--- src/rtl/if_stage.sv ---
`default_nettype none
// ============================================================================
// Module   : if_stage
// Brief    : Instruction fetch stage: PC register, IF/ID pipeline register and
//            IDLE/RUN/HALT control with stall, flush, redirect and halt detect.
// Revision : 1.0 - initial release
// ============================================================================
module if_stage #(
   parameter logic [31:0] RESET_PC    = 32'h0000_0000,
   parameter logic [5:0]  HALT_OPCODE = 6'h3F
) (
   input  logic        CLK,
   input  logic        rst,
   input  logic        stall_if,
   input  logic        flush_if,
   input  logic        pc_src,
   input  logic [31:0] branch_target,
   output logic [31:0] imem_addr,
   input  logic [31:0] imem_rdata,
   output logic [31:0] ifid_pc,
   output logic [31:0] ifid_pc4,
   output logic [31:0] ifid_instr,
   output logic        ifid_valid,
   output logic [15:0] fetch_count,
   output logic        halted
);

   localparam logic [15:0] c_COUNT_MAX = 16'hFFFF;

   typedef enum logic [1:0] {
      ST_IDLE = 2'd0,
      ST_RUN  = 2'd1,
      ST_HALT = 2'd2
   } state_t;

   state_t      state_q, state_d;
   logic [31:0] pc_q, pc_d;
   logic [31:0] ifid_pc_q, ifid_pc_d;
   logic [31:0] ifid_pc4_q, ifid_pc4_d;
   logic [31:0] ifid_instr_q, ifid_instr_d;
   logic        ifid_valid_q, ifid_valid_d;
   logic [15:0] fetch_count_q, fetch_count_d;

   logic [31:0] w_pc_plus4;
   logic        w_capture;

   // Natural 32-bit overflow gives the required wrap to zero.
   assign w_pc_plus4 = pc_q + 32'd4;

   always_comb begin
      state_d       = state_q;
      pc_d          = pc_q;
      ifid_pc_d     = ifid_pc_q;
      ifid_pc4_d    = ifid_pc4_q;
      ifid_instr_d  = ifid_instr_q;
      ifid_valid_d  = ifid_valid_q;
      fetch_count_d = fetch_count_q;
      w_capture     = 1'b0;

      case (state_q)
         ST_IDLE: begin
            pc_d    = RESET_PC;
            state_d = ST_RUN;
         end

         ST_RUN: begin
            if (flush_if) begin
               ifid_pc_d    = 32'h0;
               ifid_pc4_d   = 32'h0;
               ifid_instr_d = 32'h0;
               ifid_valid_d = 1'b0;
            end else if (!stall_if) begin
               w_capture    = 1'b1;
               ifid_pc_d    = pc_q;
               ifid_pc4_d   = w_pc_plus4;
               ifid_instr_d = imem_rdata;
               ifid_valid_d = 1'b1;
            end

            // Redirect wins over a stall so a resolved branch is never lost.
            if (pc_src) begin
               pc_d = branch_target;
            end else if (!stall_if) begin
               pc_d = w_pc_plus4;
            end

            if (w_capture && (fetch_count_q != c_COUNT_MAX)) begin
               fetch_count_d = fetch_count_q + 16'd1;
            end

            if (w_capture && (imem_rdata[31:26] == HALT_OPCODE)) begin
               state_d = ST_HALT;
            end
         end

         ST_HALT: begin
            ifid_pc_d    = 32'h0;
            ifid_pc4_d   = 32'h0;
            ifid_instr_d = 32'h0;
            ifid_valid_d = 1'b0;
            // A redirect means the halt was speculative; resume fetching.
            if (pc_src) begin
               pc_d    = branch_target;
               state_d = ST_RUN;
            end
         end

         default: begin
            state_d = ST_IDLE;
         end
      endcase
   end

   always_ff @(posedge CLK or negedge rst) begin
      if (!rst) begin
         state_q       <= ST_IDLE;
         pc_q          <= RESET_PC;
         ifid_pc_q     <= 32'h0;
         ifid_pc4_q    <= 32'h0;
         ifid_instr_q  <= 32'h0;
         ifid_valid_q  <= 1'b0;
         fetch_count_q <= 16'h0;
      end else begin
         state_q       <= state_d;
         pc_q          <= pc_d;
         ifid_pc_q     <= ifid_pc_d;
         ifid_pc4_q    <= ifid_pc4_d;
         ifid_instr_q  <= ifid_instr_d;
         ifid_valid_q  <= ifid_valid_d;
         fetch_count_q <= fetch_count_d;
      end
   end

   assign imem_addr   = pc_q;
   assign ifid_pc     = ifid_pc_q;
   assign ifid_pc4    = ifid_pc4_q;
   assign ifid_instr  = ifid_instr_q;
   assign ifid_valid  = ifid_valid_q;
   assign fetch_count = fetch_count_q;
   assign halted      = (state_q == ST_HALT);

endmodule
`default_nettype wire

--- config.mk ---
export PLATFORM = sky130hd
export DESIGN_NAME = if_stage
export DESIGN_NICKNAME = d
export VERILOG_FILES = /design/src/rtl/if_stage.sv
export SDC_FILE = /design/constraint.sdc
export NUM_CORES = 1
export LEC_CHECK = 0
export BUFFER_PORTS_ARGS = -buffer_cell sky130_fd_sc_hd__buf_2
export CAP_MARGIN = 20
export CORE_MARGIN = 2
export CORE_UTILIZATION = 45
export DETAILED_ROUTE_END_ITERATION = 7
export PLACE_DENSITY = 0.77
export SLEW_MARGIN = 30
export SYNTH_ARGS = -nofsm -noshare
export SYNTH_HDL_FRONTEND = slang
export SYNTH_SLANG_ARGS = --single-unit
--- constraint.sdc ---
create_clock -name CLK -period 2.9 [get_ports CLK]
set_clock_uncertainty 0.2 [all_clocks]
set_input_delay 0.58 -clock CLK [delete_from_list [all_inputs] [get_ports CLK]]
set_output_delay 0.58 -clock CLK [all_outputs]
set_load 0.01 [all_outputs]
==> metrics.md, run 1 <==
| Metric | Value |
|---|---|
| Clock slew at reported path FFs | 0.06 ns |
| Synth warn | 0 |
| Most numerous cell in the Yosys netlist | dfrtp_1 |
| Classification of the worst setup path | register to register |
| Syn_area_per_cell | between 10 and 15 um2 |
| DR WL/cell | about 17 um |
| Critical R2R Launch | state_q[1] |
| Synth cell types | between 50 and 60 |
| Largest fanout on the critical path | 19 |
| Depth of the CTS H-tree | 4 |
| Sinks on Clock Net | 145 |
| Die height | 125 um |
| Congestion Overflow GR | 0 |
| Synth Register Bits | between 100 and 150 |
| DRC | 0 |
| Final Setup Violations | 0 |
| Final hold slack | roughly 0.17 ns |
| Final nets | approximately 900 |
| CP startpoint | state_q[1] |
| Post-CTS Resized | 0 |
| Largest net degree at the start of global routing | 67 |
| Minimum clock period | 2.72 ns |
| Mapped Nets | ~690 |
| Final hold violations | 0 |
| Initial Utilization | a little under half |
| Fmax | ~370 MHz |
| Worst Tran Pin Value | 0.630 ns |
| Sum Neg Setup Slack | 0 ns |
| CTS tree | done |
| Worst Path Required | about 3.0 ns |
| First-pass GRT wire length | 29300 um |
| Slew headroom | ~58% |
| Initial antenna violation count | 0 |
| Period utilization | between 90% and 100% |
| Unrepaired setup endpoints after global routing | false |
| WL final | ~18000 um |
| Clock Tree Buf Depth | 2 |
| Status | finished clean |
| Postcts setup bufs | 0 |
| DR iter-0 viols | approximately 470 |
| Final max-slew violation count | 0 |
| Diodes inserted | 0 |
| Routability Congestion | between 0.8 and 0.9 |
| Startpoint Class | register |
| Seq/Total Area, Yosys | between 50% and 60% |
| ANT nets after route | 0 |
| Hold Path Origin | branch_target[14] |
| Die X | ~120 um |
| Post-synth EDFFs | 0 |
| WP data arrival | about 2.9 ns |
| Synthesized area | 6550 um2 |
| Hold/Removal Path Class | input port to register |
| Final Instance Area | between 8000 and 9000 um2 |
| Core ar. | around 14000 um2 |
| Max-cap violations | 0 |
| Port bufs | approximately 210 |
| Pleak | 4.40 nW |
| CTS buffer count | 17 |
| Vias in the first global route | about 5600 |
| FFs w/ async S/R, synth | 100% |
| Crit. End Element | register |
| Fill count | around 1200 |
| Std-Cell Rows | 44 |
| Synth cell count leaders | 145 x dfrtp_1, 81 x nand2_1, 63 x a22o_1, 58 x o21ai_0, 23 x nor2_1 |
| Hpwl dp | between 10000 and 15000 um |
| Gate Count Post-Synth | 612 |
| Top cells by area, synth | dfrtp_1 55%, a22o_1 8.4%, nand2_1 4.6% |
| Layout cell share with drive strength beyond 1 | between 30% and 40% |
| Worst VDD drop | 0.000472 V |
| Post-synth top flop | dfrtp_1 |
| Die Area | approximately 16000 um2 |
| 1st-pass router iterations | 5 |
| Cell taking the most area after synthesis | dfrtp_1 |
| I/O Pins | roughly 220 |
| CTS Root Cell | clkbuf_16 |
| Total Routing Usage GR | a little under a quarter |
| Post-DP Area | roughly 8000 um2 |
| Vias post-DR | around 5700 |
| Layout area overhead | 30.4% |
| Power density cells | around 890 nW/um2 |
| Synth top area share | a little under three fifths |
| Vias/cell | around 5.6 |
| # hold bufs at CTS | 1 |
| Insertion delay to the later sink of the worst-skew pair | 0.41 ns |
## layer usage
metal	global-route usage, %	vias to the layer above	share of wire, %
met5	0	-	0
met4	9.98	0	2.7
met3	4.64	35	5.1
met2	37.1	186	48
met1	31.8	2863	44
li1	-	2656	-
## worst max-delay path, cell delays in order (launching register included)
cell,delay [ns]
dfrtp_1,0.41
inv_1,0.10
ha_1,0.33
nor2b_1,0.18
buf_4,0.18
and2_1,0.35
nand2_2,0.35
or3_1,0.45
o211ai_1,0.09
## cell families after synthesis
| family | Yosys count | synth area share [%] |
|---|---|---|
| xor gates and xnor gates | 40 | 5.35 |
| buffers and inverters | 54 | 3.80 |
| adders and majority gates | 6 | 1.15 |
| and+or+nand+nor | 179 | 13.8 |
| DFF | 145 | 55.4 |
| AOI/OAI and AO/OA | 186 | 20.2 |
| muxes | 2 | 0.306 |
## per-stage QoR
step / utilization [%] / total power [mW] / cells / setup WS, ns
after floorplan: - / 4.25 / 612 / 0.643
after global placement: 54.8 / 5.22 / 990 / 0.357
after detailed placement: 54.8 / 5.28 / 990 / 0.234
after CTS: 59.4 / 7.63 / 1023 / 0.221
after global routing: 59.4 / 8.02 / 1023 / 0.0257
final: 59.4 / 7.60 / 1023 / 0.177
## state kept, by name, summed over array words and instances (netlist names)
| register | count |
|---|---|
| imem_addr | 32 |
| ifid_pc4 | 30 |
| ifid_instr | 32 |
| state_q | 2 |
| fetch_count | 16 |
| ifid_pc | 32 |
| ifid_valid | 1 |
## final cells by class
class,instances,area [um2],area share [%]
clock buffer,22,484,5.67
clock inverter,10,155,1.82
inverter,13,48.8,0.572
multi-input combinational,413,2690,31.5
sequential,145,3630,42.5
tap,184,230,2.70
timing repair buffer,236,1290,15.2
## path summary, 6_finish.rpt
kind	to	slack, ns	cells after the start
max	imem_addr[23]	0.18	8
min	imem_addr[14]	0.17	3
max reg2reg	imem_addr[23]	0.18	8
min reg2reg	ifid_pc4[11]	0.27	2
max in group asynchronous	ifid_instr[2]	1.28	3
min in group asynchronous	fetch_count[7]	0.52	2
## placed cells by master (no fill, tap or decap), types with 3 or more instances in the layout
| cell | count |
|---|---|
| o21ai_1 | 4 |
| or3_1 | 3 |
| a22o_1 | 63 |
| a31oi_1 | 8 |
| nand3_1 | 18 |
| nand2b_1 | 4 |
| clkbuf_16 | 17 |
| o211ai_1 | 4 |
| buf_12 | 4 |
| a22oi_1 | 3 |
| nor2_1 | 22 |
| nand4_1 | 13 |
| and4_1 | 4 |
| nand2_1 | 81 |
| buf_4 | 17 |
| xnor2_1 | 19 |
| dfrtp_1 | 145 |
| o31a_1 | 4 |
| o21ai_0 | 58 |
| buf_2 | 213 |
| clkinv_2 | 4 |
| and3_1 | 8 |
| o311ai_1 | 9 |
| a32oi_1 | 3 |
| xor2_1 | 21 |
| bufinv_16 | 4 |
| clkbuf_8 | 4 |
| a21oi_1 | 15 |
| inv_1 | 13 |
| nor4_1 | 3 |
| ha_1 | 6 |
## report_power, final
part | switching (mW) | internal [mW] | leakage (nW) | total [mW]
Sequential | 0.408 | 2.44 | 1.99 | 2.85
Combinational | 1.47 | 0.953 | 2.11 | 2.42
Clock | 0.811 | 1.52 | 0.312 | 2.34
Total | 2.69 | 4.92 | 4.40 | 7.60
Note: power is estimated with default switching activity, not from simulation.
==> run 2, diff against run 1 <==
CTS_CLUSTER_DIAMETER = 200   (was not set)
MAX_ROUTING_LAYER = met4   (was not set)
==> run 2 against run 1 <==
Sequential share of layout area stayed put; worst hold slack lost 0.0060 ns; sequential cell count unchanged; critical path depth is the same; worst setup slack better by 0.0022 ns; fmax is essentially flat; critical path type unchanged; final cell count stayed put.
==> metrics.md, run 2 (synthesized netlist as in run 1, its figures left out) <==
| Metric | Value |
|---|---|
| Status | finished clean |
| DR WL/cell | 17.5 um (+0.14%) |
| Unrepaired setup endpoints after global routing | false |
| CTS buffer count | 17 (unchanged) |
| Internal Power | 4.92 mW (about the same) |
| Total Routing Usage GR | 24.2% (+0.69 points) |
| Final hold violations | 0 (unchanged) |
| Fill count | 1243 (unchanged) |
| I/O Pins | 215 (unchanged) |
| Final nets | 901 (unchanged) |
| Die Area | 15500 um2 (unchanged) |
| Switch share | 35.4% (+0.047 points) |
| Slowest stage delay, CP | 0.44 ns (about the same) |
| CTS Root Cell | clkbuf_16 |
| Commonest non-fill, non-tap cell in the layout | buf_2 |
| Diodes inserted | 0 (unchanged) |
| Initial antenna violation count | 0 (unchanged) |
| Layout cell share with drive strength beyond 1 | 33.4% (unchanged) |
| Std-Cell Rows | 44 (unchanged) |
| Final total power | 7.61 mW (about the same) |
| Postcts setup bufs | 0 (unchanged) |
| Initial Utilization | 45.6% (unchanged) |
| Hold/Removal Path Class | input port to register |
| DR iter-0 viols | 468 (unchanged) |
| Congestion Overflow GR | 0 (unchanged) |
| Post-CTS Resized | 0 (unchanged) |
| Final max-slew violation count | 0 (unchanged) |
| Max-cap violations | 0 (unchanged) |
| Clock Tree Buf Depth | 2 (unchanged) |
| CP max-delay cell | or3_1 |
| Power density cells | 891 nW/um2 (about the same) |
| Largest fanout on the critical path | 19 (unchanged) |
| ANT nets after route | 0 (unchanged) |
| Vias post-DR | 5759 (+0.33%) |
| DRC | 0 (unchanged) |
| Largest net degree at the start of global routing | 67 (unchanged) |
| Slew headroom | 57.7% (-0.070 points) |
| Die height | 125 um (unchanged) |
| Psw | 2.69 mW (+0.20%) |
| Fmax | 367 MHz (about the same) |
| Classification of the worst setup path | register to register |
| Hpwl dp | 12700 um (unchanged) |
| Period utilization | 93.8% (about the same) |
| R2R setup slack | 0.18 ns (about the same) |
| First-pass GRT wire length | 29400 um (+0.16%) |
| Pleak | 4.40 nW (unchanged) |
| CTS tree | done |
| Sum Neg Setup Slack | 0 ns (unchanged) |
| Depth of the CTS H-tree | 4 (unchanged) |
| Final Setup Violations | 0 (unchanged) |
| Startpoint Class | register |
| Vias/cell | 5.63 (+0.33%) |
| Clock slew at reported path FFs | 0.06 ns (about the same) |
| Minimum clock period | 2.72 ns (-0.00224 ns) |
| Die X | 125 um (unchanged) |
| Routability Congestion | 0.898 (+1.7%) |
| Combinational fraction of design power | 31.8% (about the same) |
| Worst Tran Pin Value | 0.631 ns (+0.00104 ns) |
| 1st-pass router iterations | 6 (+1) |
| Commonest non-fill, non-tap cells in the layout | 213 x buf_2, 145 x dfrtp_1, 81 x nand2_1, 63 x a22o_1, 58 x o21ai_0 |
| Clock group share of total power | 30.8% (about the same) |
| Vias in the first global route | 5555 (-0.018%) |
| Worst Path Required | 3.04 ns (about the same) |
| CP top delay family | simple AND/OR/NAND/NOR gates |
| Core ar. | 14400 um2 (unchanged) |
| Layout area overhead | 30.4% (unchanged) |
| Sinks on Clock Net | 145 (unchanged) |
| WP data arrival | 2.86 ns (about the same) |
| Crit. End Element | register |
| Worst VDD drop | 0.000471 V (-0.26%) |
| Insertion delay to the later sink of the worst-skew pair | 0.42 ns (about the same) |
| CP Cell Sequence | inv_1 -> ha_1 -> nor2b_1 -> buf_4 -> and2_1 -> nand2_2 -> or3_1 -> o211ai_1 |
| Reg power frac | 37.4% (about the same) |
| WL final | 17900 um (+0.14%) |
| Port bufs | 214 (unchanged) |
| CP bufs+invs | 2 (unchanged) |
## run 2: cell counts in the layout (fill, tap and decap cells not counted)
Identical to the previous run, type by type.
## run 2: worst min-delay path, delay by kind of cell
kind,cells,cell delay (ns)
AND/OR/NAND/NOR,2,0.09
buffers and inverters,1,0.08
## run 2: power by group through the flow
stage                     Combinational [mW]  Sequential [mW]  Clock (mW)
after detailed placement                2.41             2.87           0
final                                   2.42             2.84        2.35
after global placement                  2.38             2.85           0
after CTS                               2.42             2.84        2.37
after floorplan                         1.27             2.98           0
after global routing                    2.64             2.91        2.48
## run 2: final timing paths
| path | from | endpoint | cells after the start |
|---|---|---|---|
| max | state_q[1] | imem_addr[23] | 8 |
| min | branch_target[14] | imem_addr[14] | 3 |
| max reg2reg | state_q[1] | imem_addr[23] | 8 |
| min reg2reg | ifid_pc4[11] | ifid_pc4[11] | 2 |
| max in group asynchronous | rst | ifid_instr[2] | 3 |
| min in group asynchronous | rst | fetch_count[7] | 2 |
## run 2: final cells by class
type | instances | area, um2 | share of cell area (%)
repair buffers | 236 | 1290 | 15.2
multi-input cells | 413 | 2690 | 31.5
clock buffers | 22 | 484 | 5.67
inverters | 13 | 48.8 | 0.572
well taps | 184 | 230 | 2.70
flip-flops and latches | 145 | 3630 | 42.5
clock inverters | 10 | 155 | 1.82
## run 2: metal layers
layer	share of wire, %	wire (um)	vias up	track usage (%)
met5	0	0	-	-
met4	2.8	500	0	9.78
met3	5.6	996	38	4.34
met2	48	8560	215	37.1
met1	44	7860	2854	32.1
li1	-	-	2652	-
## run 2: timing repair
action                     CTS  global route
setup endpoints to repair    0             0
hold endpoints to repair    64             0
hold buffers                 1             0
## run 2: per-stage QoR
| step | area [um2] | std cells | util, % | hold slack, ns | setup slack [ns] |
|---|---|---|---|---|---|
| global route | 8530 | 1023 | 59.4 | 0.171 | 0.0226 |
| detailed placement | 7880 | 990 | 54.8 | 0.266 | 0.234 |
| floorplan | 6550 | 612 | - | 0.0844 | 0.643 |
| global placement | 7880 | 990 | 54.8 | 0.256 | 0.357 |
| finish | 8530 | 1023 | 59.4 | 0.168 | 0.179 |
| CTS | 8530 | 1023 | 59.4 | 0.156 | 0.221 |
==> run 3, diff against run 2 <==
CORE_ASPECT_RATIO = 0.7   (was not set)
==> run 3 against run 2 <==
Total power is 2.2% lower; critical path depth is 1 lower; utilization is 1.2 points higher; register-to-register slack better by 0.20 ns; sequential cell count stayed put.
==> metrics.md, run 3 (synthesized netlist as in run 1, its figures left out) <==
| Metric | Value |
|---|---|
| Status | finished clean |
| Sinks on Clock Net | 145 (unchanged) |
| Std-Cell Rows | 36 (-18%) |
| Max-cap violations | 0 (unchanged) |
| Post-route setup slack | 0.377 ns (+0.198 ns) |
| Critical R2R Launch | state_q[1] |
| R2R cell count | 7 (-1) |
| Worst Tran Pin Value | 0.678 ns (+0.0471 ns) |
| Commonest non-fill, non-tap cell in the layout | buf_2 |
| Hold Path Origin | branch_target[25] |
| I/O Pins | 215 (unchanged) |
| Hold Crit Endpoint | imem_addr[25] |
| Initial Utilization | 46.6% (+1.0 points) |
| Worst r2r dst | fetch_count[9] |
| Final total power | 7.44 mW (-2.2%) |
| Port bufs | 214 (unchanged) |
| R2R setup slack | 0.38 ns (+0.20 ns) |
| Slew headroom | 54.4% (-3.3 points) |
| DR WL/cell | 17.7 um (+1.2%) |
| DRC | 0 (unchanged) |
| First-pass GRT wire length | 29400 um (+0.21%) |
| CTS Root Cell | clkbuf_16 |
| Hold/Removal Path Class | input port to register |
| Vias in the first global route | 5416 (-2.5%) |
| Insertion delay to the later sink of the worst-skew pair | 0.41 ns (about the same) |
| Largest fanout on the critical path | 10 (-9) |
| Worst VDD drop | 0.000450 V (-4.4%) |
| ANT nets after route | 0 (unchanged) |
| Unrepaired setup endpoints after global routing | false |
| Fmax | 396 MHz (+7.9%) |
| Commonest non-fill, non-tap cells in the layout | 213 x buf_2, 145 x dfrtp_1, 81 x nand2_1, 63 x a22o_1, 58 x o21ai_0 |
| Hold depth | 3 (unchanged) |
| Largest net degree at the start of global routing | 69 (+3.0%) |
| Core ar. | 14100 um2 (-2.2%) |
| DR iter-0 viols | 452 (-3.4%) |
| Sum Neg Setup Slack | 0 ns (unchanged) |
| CTS tree | done |
| 1st-pass router iterations | 5 (-1) |
| Worst Path Required | 3.04 ns (about the same) |
| Period utilization | 87.0% (-6.8 points) |
| Initial antenna violation count | 0 (unchanged) |
| Final nets | 905 (+0.44%) |
| Final max-slew violation count | 0 (unchanged) |
| Die height | 105 um (-16%) |
| Vias/cell | 5.56 (-1.2%) |
| Final hold violations | 0 (unchanged) |
| CTS buffer count | 17 (unchanged) |
| Pre-CTS WS | 0.386 ns (+0.152 ns) |
| Clock slew at reported path FFs | 0.07 ns (about the same) |
| Congestion Overflow GR | 0 (unchanged) |
| Depth of the CTS H-tree | 4 (unchanged) |
| Diodes inserted | 0 (unchanged) |
| Hpwl dp | 13300 um (+4.8%) |
| Postcts setup bufs | 0 (unchanged) |
| Layout area overhead | 30.0% |
| Utilization after layout | 60.6% (+1.2 points) |
| Vias post-DR | 5747 (-0.21%) |
| WL final | 18300 um (+2.2%) |
| Classification of the worst setup path | register to register |
| Startpoint Class | register |
| Total Routing Usage GR | 24.7% (+0.51 points) |
| Clock Tree Buf Depth | 2 (unchanged) |
| Final Setup Violations | 0 (unchanged) |
| Routability Congestion | 0.860 (-4.2%) |
| Die X | 148 um (+19%) |
| Pleak | 4.40 nW (-0.18%) |
| Crit. End Element | register |
| Die Area | 15500 um2 (about the same) |
| Post-CTS Resized | 0 (unchanged) |
| Power density cells | 874 nW/um2 (-2.0%) |
| Minimum clock period | 2.52 ns (-0.198 ns) |
| WP data arrival | 2.66 ns (-0.20 ns) |
| Layout cell share with drive strength beyond 1 | 33.7% (+0.32 points) |
run 3: cell types whose count changed in the layout (fill, tap and decap cells not counted), moves of 2 or more:
| cell | before | now |
|---|---|---|
| inv_6 | 0 | 6 |
| clkinv_2 | 4 | 2 |
| inv_8 | 0 | 2 |
| buf_4 | 17 | 20 |
| bufinv_16 | 4 | 1 |
| clkinv_4 | 0 | 2 |
| clkbuf_8 | 4 | 0 |
run 3: area by class of cell:
cell class,count,area (um2)
clock buffer,17,425
multi-input combinational,413,2680
fill,1216,5540
clock inverter,15,148
timing repair buffer,240,1340
sequential,145,3630
inverter,13,48.8
tap,190,238
run 3: worst max path at each step:
stage / startpoint / end / slack (ns) / cells past startpoint
after detailed placement: state_q[1] / fetch_count[9] / 0.39 / 7
final: state_q[1] / fetch_count[9] / 0.38 / 7
after CTS: state_q[1] / fetch_count[9] / 0.37 / 7
after global placement: state_q[1] / imem_addr[23] / 0.48 / 7
after floorplan: state_q[0] / imem_addr[23] / 0.64 / 8
after global routing: state_q[1] / imem_addr[26] / 0.17 / 7
run 3: power breakdown:
group	total [mW]	internal [mW]	switching, mW
Combinational	2.47	0.987	1.48
Sequential	2.85	2.44	0.414
Clock	2.11	1.21	0.908
Total	7.44	4.63	2.81
run 3: repair_timing:
| action | in CTS | in global routing |
|---|---|---|
| endpoints found under the setup margin | 0 | 0 |
| hold endpoints to repair | 40 | 0 |
| hold buffers | 1 | 0 |
run 3: layer usage:
layer  routed length [um]  GRT usage, %  up-vias
met3                 1440          5.46       22
met4                  221          6.19        0
li1                     -             -     2674
met5                    0             -        -
met2                 7950          34.9      234
met1                 8690          36.2     2817
run 3: stage by stage:
stage	cells	area (um2)	hold slack [ns]
after global placement	1000	7930	0.258
final	1033	8510	0.177
after floorplan	612	6550	0.0844
after detailed placement	1000	7930	0.261
after CTS	1033	8510	0.165
after global routing	1033	8510	0.169
run 3: worst max-delay path, cell delays in order (launching register included):
cell	delay (ns)
dfrtp_1	0.41
inv_1	0.09
ha_1	0.33
or3b_2	0.55
nor3_2	0.22
nand3_1	0.24
nor2_1	0.23
xor2_1	0.18
